$ cat config.mk
export PLATFORM = sky130hd
export DESIGN_NAME = uart_tx_fifo
export DESIGN_NICKNAME = d
export VERILOG_FILES = /design/src/rtl/uart_pkg.sv /design/src/rtl/sync_fifo.sv /design/src/rtl/uart_tx_fifo.sv
export SDC_FILE = /design/constraint.sdc
export NUM_CORES = 1
export LEC_CHECK = 0
export ABC_AREA = 0
export ABC_CLOCK_PERIOD_IN_PS = 3320
export BUFFER_PORTS_ARGS = -buffer_cell sky130_fd_sc_hd__buf_2
export CAP_MARGIN = 20
export CORE_UTILIZATION = 60
export CTS_BUF_LIST = sky130_fd_sc_hd__clkbuf_4
export DETAILED_ROUTE_END_ITERATION = 8
export PLACE_DENSITY = 0.86
export SLEW_MARGIN = 20
export SYNTH_ARGS = -nofsm -noshare
export SYNTH_HDL_FRONTEND = slang
export SYNTH_SLANG_ARGS = --single-unit
$ cat constraint.sdc
create_clock -name clk_i -period 3.32 [get_ports clk_i]
set_input_delay 0.664 -clock clk_i [delete_from_list [all_inputs] [get_ports clk_i]]
set_output_delay 0.664 -clock clk_i [all_outputs]
set_load 0.02 [all_outputs]
$ cat src/rtl/uart_pkg.sv
// Shared UART types and constants for the TX path (and the future RX path).
package uart_pkg;

    typedef enum logic [1:0] {IDLE, START, DATA, STOP} tx_state_t;

    localparam logic START_BIT    = 1'b0;
    localparam logic STOP_BIT     = 1'b1;
    localparam int   DATA_BITS    = 8;
    localparam int   DEF_BAUD_DIV = 434;

endpackage

$ cat src/rtl/sync_fifo.sv
// Single-clock FIFO with registered full/empty flags; a push while full is
// accepted only if a pop happens on the same edge.
module sync_fifo #(
    parameter int WIDTH = 8,
    parameter int DEPTH = 16
) (
    input  logic             clk_i,
    input  logic             arst_i,
    input  logic             push_i,
    input  logic             pop_i,
    input  logic [WIDTH-1:0] din_i,
    output logic [WIDTH-1:0] dout_o,
    output logic             full_o,
    output logic             empty_o
);

    localparam int AW = $clog2(DEPTH);

    logic [WIDTH-1:0] mem_q [DEPTH];
    logic [AW-1:0]    wr_ptr_q, wr_ptr_d, rd_ptr_q, rd_ptr_d;
    logic [AW:0]      count_q, count_d;
    logic             full_q, full_d, empty_q, empty_d;
    logic             wr_en, rd_en;

    assign rd_en = pop_i && !empty_q;
    assign wr_en = push_i && (!full_q || rd_en);

    always_comb begin
        wr_ptr_d = wr_ptr_q;
        rd_ptr_d = rd_ptr_q;
        count_d  = count_q;
        if (wr_en) wr_ptr_d = wr_ptr_q + AW'(1);
        if (rd_en) rd_ptr_d = rd_ptr_q + AW'(1);
        if (wr_en && !rd_en) count_d = count_q + (AW+1)'(1);
        if (!wr_en && rd_en) count_d = count_q - (AW+1)'(1);
        full_d  = (count_d == (AW+1)'(DEPTH));
        empty_d = (count_d == '0);
    end

    always_ff @(posedge clk_i or posedge arst_i) begin
        if (arst_i) begin
            wr_ptr_q <= '0;
            rd_ptr_q <= '0;
            count_q  <= '0;
            full_q   <= 1'b0;
            empty_q  <= 1'b1;
        end else begin
            wr_ptr_q <= wr_ptr_d;
            rd_ptr_q <= rd_ptr_d;
            count_q  <= count_d;
            full_q   <= full_d;
            empty_q  <= empty_d;
        end
    end

    // Storage needs no reset: the pointers define what is valid.
    always_ff @(posedge clk_i) begin
        if (wr_en) mem_q[wr_ptr_q] <= din_i;
    end

    assign dout_o  = mem_q[rd_ptr_q];
    assign full_o  = full_q;
    assign empty_o = empty_q;

endmodule

$ cat src/rtl/uart_tx_fifo.sv
// 8N1 UART transmitter fed by a small FIFO; frames run back-to-back while
// bytes are queued.
module uart_tx_fifo
    import uart_pkg::*;
#(
    parameter int BAUD_DIV   = DEF_BAUD_DIV,
    parameter int FIFO_DEPTH = 16,
    parameter int DATA_W     = DATA_BITS
) (
    input  logic              clk_i,
    input  logic              arst_i,
    input  logic [DATA_W-1:0] data_i,
    input  logic              valid_i,
    output logic              tx_o,
    output logic              busy_o,
    output logic              fifo_full_o,
    output logic              fifo_empty_o,
    output logic              overflow_o
);

    localparam int CW = $clog2(BAUD_DIV);
    localparam int BW = $clog2(DATA_W);

    tx_state_t         state_q, state_d;
    logic [CW-1:0]     baud_cnt_q, baud_cnt_d;
    logic [BW-1:0]     bit_idx_q, bit_idx_d;
    logic [DATA_W-1:0] shift_q, shift_d;
    logic              tx_q, tx_d;
    logic              overflow_q, overflow_d;
    logic              bit_end, pop;
    logic [DATA_W-1:0] fifo_dout;
    logic              fifo_full, fifo_empty;

    sync_fifo #(
        .WIDTH (DATA_W),
        .DEPTH (FIFO_DEPTH)
    ) u_fifo (
        .clk_i   (clk_i),
        .arst_i  (arst_i),
        .push_i  (valid_i),
        .pop_i   (pop),
        .din_i   (data_i),
        .dout_o  (fifo_dout),
        .full_o  (fifo_full),
        .empty_o (fifo_empty)
    );

    assign bit_end = (state_q != IDLE) && (baud_cnt_q == CW'(BAUD_DIV - 1));

    always_comb begin
        state_d    = state_q;
        tx_d       = tx_q;
        shift_d    = shift_q;
        bit_idx_d  = bit_idx_q;
        pop        = 1'b0;
        baud_cnt_d = (state_q == IDLE || bit_end) ? '0 : baud_cnt_q + CW'(1);
        overflow_d = valid_i && fifo_full && !pop;
        case (state_q)
            IDLE: begin
                tx_d = STOP_BIT;
                if (!fifo_empty) begin
                    pop       = 1'b1;
                    shift_d   = fifo_dout;
                    tx_d      = START_BIT;
                    bit_idx_d = '0;
                    state_d   = START;
                end
            end
            START: begin
                if (bit_end) begin
                    tx_d    = shift_q[0];
                    state_d = DATA;
                end
            end
            DATA: begin
                if (bit_end) begin
                    shift_d   = shift_q >> 1;
                    bit_idx_d = bit_idx_q + BW'(1);
                    if (bit_idx_q == BW'(DATA_W - 1)) begin
                        tx_d    = STOP_BIT;
                        state_d = STOP;
                    end else begin
                        tx_d = shift_q[1];
                    end
                end
            end
            STOP: begin
                if (bit_end) begin
                    if (!fifo_empty) begin
                        pop       = 1'b1;
                        shift_d   = fifo_dout;
                        tx_d      = START_BIT;
                        bit_idx_d = '0;
                        state_d   = START;
                    end else begin
                        state_d = IDLE;
                    end
                end
            end
            default: state_d = IDLE;
        endcase
        // pop is final here, so a full FIFO being drained this edge absorbs the write
        overflow_d = valid_i && fifo_full && !pop;
    end

    always_ff @(posedge clk_i or posedge arst_i) begin
        if (arst_i) begin
            state_q    <= IDLE;
            baud_cnt_q <= '0;
            bit_idx_q  <= '0;
            shift_q    <= '0;
            tx_q       <= STOP_BIT;
            overflow_q <= 1'b0;
        end else begin
            state_q    <= state_d;
            baud_cnt_q <= baud_cnt_d;
            bit_idx_q  <= bit_idx_d;
            shift_q    <= shift_d;
            tx_q       <= tx_d;
            overflow_q <= overflow_d;
        end
    end

    assign tx_o         = tx_q;
    assign busy_o       = (state_q != IDLE);
    assign fifo_full_o  = fifo_full;
    assign fifo_empty_o = fifo_empty;
    assign overflow_o   = overflow_q;

endmodule

==> results.tsv <==
metric	value	unit
outcome	completed	
Rows	39	
CTS Root Cell	clkbuf_4	
drt drc	0	
Peak Freq	337	MHz
DRT Wirelength	13400	um
Synth top area share	0.544	
sequential area share after synthesis	0.682	
syn avg cell area	17.3	sq um
family with the most delay on the worst path	simple AND/OR/NAND/NOR gates	
clk_skew	0.0161	ns
CTS tree	built	
initial antenna violation count	1	
n_diodes	0	
area of the mapped netlist	0.00707	sq mm
slowest CP cell	a21boi_2	
Syn. warnings	0	
Hold Buf Count CTS	0	
crit path max fanout	15	
IO Port Bufs	15	
Most used DFF post-synth	edfxtp_1	
core area	0.0115	sq mm
CP required	3.53	ns
area grow syn2layout	8.13	%
flip-flop and latch count after synthesis	167	
Post-CTS Setup Bufs	0	
Worst-path clk slew	0.14	ns
number of global-route vias before repair	3776	
Pwr Density	562	mW/mm^2
Die Footprint	0.0122	sq mm
slew margin rel.	0.461	
first-pass GRT wire length	21200	um
Reg power frac	0.609	
layout cell share with drive strength beyond 1	0.236	
EDFF count, synth	128	
top cells by area, synth	edfxtp_1 (54%), dfrtp_1 (13%), mux4_2 (11%)	
Switching Share	0.284	
Synth Instances	408	
Die W	111	um
post-route ant nets	0	
Die H	111	um
type of origin of the critical path	flip-flop	
CP Cell Sequence	inv_1 -> ha_1 -> nor3b_1 -> a31oi_4 -> a21boi_2 -> and3_1 -> and2_1	
WL/cell	22.3	um
Least-Margin Pin Slew	0.803	ns
total track usage	0.240	
vias per cell	6.22	
Synth async-reset ratio	0.234	
Slew Viols, Final	0	
filler instances	724	
Final #Nets	472	
Via Count	3731	
unrepaired setup endpoints after global routing	false	
max_cap viols	0	
Starting Density	0.616	
GRT overflow	0	
largest net degree at the start of global routing	26	
fin util	0.666	
Comb pwr share	0.130	
crit path buf inv count	1	
Starting DRT DRC Count	374	
final worst-path cycle share	0.894	
Syn Nets	436	
worst vdd ir	0.438	mV
crit path capture type	flip-flop	
Clock power frac	0.261	
clk sinks	167	
Setup Viol. Count Final	0	
io pins	16	
final hold vios	0	
Clk Latency, worst-skew pair	0.54	ns
Resized cells post-CTS	0	
max incr delay on CP	0.47	ns
Synth cell types	52	
Crit Path Class	reg2reg	
GP Congestion	0.867	
Worst Path Arrival	3.18	ns
post-route minimum period	2.97	ns
DPL Wire Length	9100	um
Int Pwr	3.07	mW
leak pwr	2.80	nW
CTS H-tree lvls	4	
Inserted Clock Buffers	17	
clock tree buffer depth	2	
switching power	1.22	mW
First-pass DRT Iterations	5	
Setup TNS	0	ns
Synth area leader	edfxtp_1	
total chip power	4.30	mW
Hold Path Class	in2async	
==> power groups by stage <==
| stage | clock [mW] | sequential [mW] | combinational, mW |
|---|---|---|---|
| floorplan | 0 | 2.59 | 0.383 |
| global placement | 0 | 2.64 | 0.527 |
| detailed placement | 0 | 2.65 | 0.559 |
| CTS | 1.14 | 2.61 | 0.560 |
| global route | 1.23 | 2.63 | 0.609 |
| finish | 1.12 | 2.61 | 0.560 |
==> path summary, 6_finish.rpt <==
check | end | startpoint | cells past startpoint | slack, ns
setup / recovery | u_fifo.mem_q[15][3]$_DFFE_PP_ | state_q[0]$_DFFE_PP0P_ | 7 | 0.35
max in group asynchronous | u_fifo.empty_o$_DFF_PP1_ | arst_i | 3 | 2.41
setup reg to reg | u_fifo.mem_q[15][3]$_DFFE_PP_ | state_q[0]$_DFFE_PP0P_ | 7 | 0.35
min in group clk_i | overflow_o$_DFF_PP0_ | valid_i | 2 | 0.46
hold / removal | shift_q[2]$_DFFE_PP0P_ | arst_i | 2 | 0.14
hold reg to reg | tx_o$_DFFE_PP1P_ | tx_o$_DFFE_PP1P_ | 2 | 0.48
==> flip-flops by register name (all words and copies together) (netlist names) <==
| signal | cells |
|---|---|
| bit_idx_q | 3 |
| u_fifo.count_q | 5 |
| baud_cnt_q | 9 |
| state_q | 2 |
| u_fifo.full_o | 1 |
| u_fifo.wr_ptr_q | 4 |
| tx_o | 1 |
| overflow_o | 1 |
| u_fifo.mem_q | 128 |
| shift_q | 8 |
| u_fifo.rd_ptr_q | 4 |
| u_fifo.empty_o | 1 |
==> Yosys cell counts (3+ instances only) <==
library cell / count
nand3b_1: 3
nor4_1: 5
xor2_1: 9
dfrtp_1: 37
nand2_1: 20
mux4_2: 33
a22o_1: 4
and2_1: 4
edfxtp_1: 128
inv_1: 16
nand4_1: 3
nor3_1: 5
clkbuf_1: 8
buf_2: 3
xnor2_1: 8
mux2i_1: 5
a21oi_1: 18
and3_1: 4
mux2_2: 3
nand3_1: 5
nor3b_1: 3
nor2_1: 24
o21ai_0: 3
mux4_1: 7
ha_1: 17
==> cell families (layout without fill, tap and decap cells) <==
kind of cell,after synthesis,after routing,share of synthesized area
flip-flops,167,167,0.682
XOR/XNOR,17,17,0.0211
AO/OA/AOI/OAI,38,38,0.0356
multiplexers,48,48,0.143
AND/OR/NAND/NOR,89,89,0.0660
buffers and inverters,32,81,0.0219
adder cells (fa/ha/maj),17,17,0.0301
==> routing by layer <==
layer	wire, um	GRT usage	part of all wire	up-vias
li1	-	-	-	1669
met1	5500	0.327	0.41	1882
met2	6500	0.366	0.49	151
met3	1050	0.0763	0.079	27
met4	296	0.0907	0.022	2
met5	13	0	0.00097	-
==> area by class of cell <==
| type | instances | area [sq um] | share of cell area |
|---|---|---|---|
| Multi-Input combinational cell | 209 | 2090 | 0.274 |
| Inverter | 17 | 63.8 | 0.00835 |
| Sequential cell | 167 | 4820 | 0.631 |
| Clock buffer | 17 | 128 | 0.0167 |
| Clock inverter | 15 | 143 | 0.0187 |
| Timing Repair Buffer | 32 | 215 | 0.0282 |
| Tap cell | 143 | 179 | 0.0234 |
==> through the flow <==
step                      instance area (sq um)  hold slack, ns  cells  worst slack [ns]
after floorplan                            7070           0.446    408             0.461
after detailed placement                   7370           0.462    568             0.393
final                                      7640           0.137    600             0.351
after CTS                                  7640           0.111    600             0.375
after global placement                     7370           0.456    568             0.552
after global routing                       7640           0.146    600             0.127
==> cell usage in the layout, fill, tap and decap left out, types with 2 or more instances in the layout <==
master / instances
a21oi_1: 18
a22o_1: 4
a31oi_1: 2
and2_1: 4
and3_1: 4
buf_2: 15
buf_4: 16
clkbuf_4: 17
clkinv_1: 2
clkinv_2: 2
clkinv_4: 3
clkinvlp_4: 2
dfrtp_1: 36
dfstp_2: 2
edfxtp_1: 128
ha_1: 17
inv_1: 16
inv_6: 4
inv_8: 2
mux2_2: 3
mux2i_1: 5
mux4_1: 7
mux4_2: 33
nand2_1: 20
nand2b_1: 2
nand3_1: 5
nand3b_1: 3
nand4_1: 3
nor2_1: 24
nor3_1: 5
nor3b_1: 3
nor4_1: 5
o21ai_0: 2
o21ai_1: 3
or2_2: 2
xnor2_1: 8
xor2_1: 9
No activity file was read; power rests on OpenSTA's default activity.
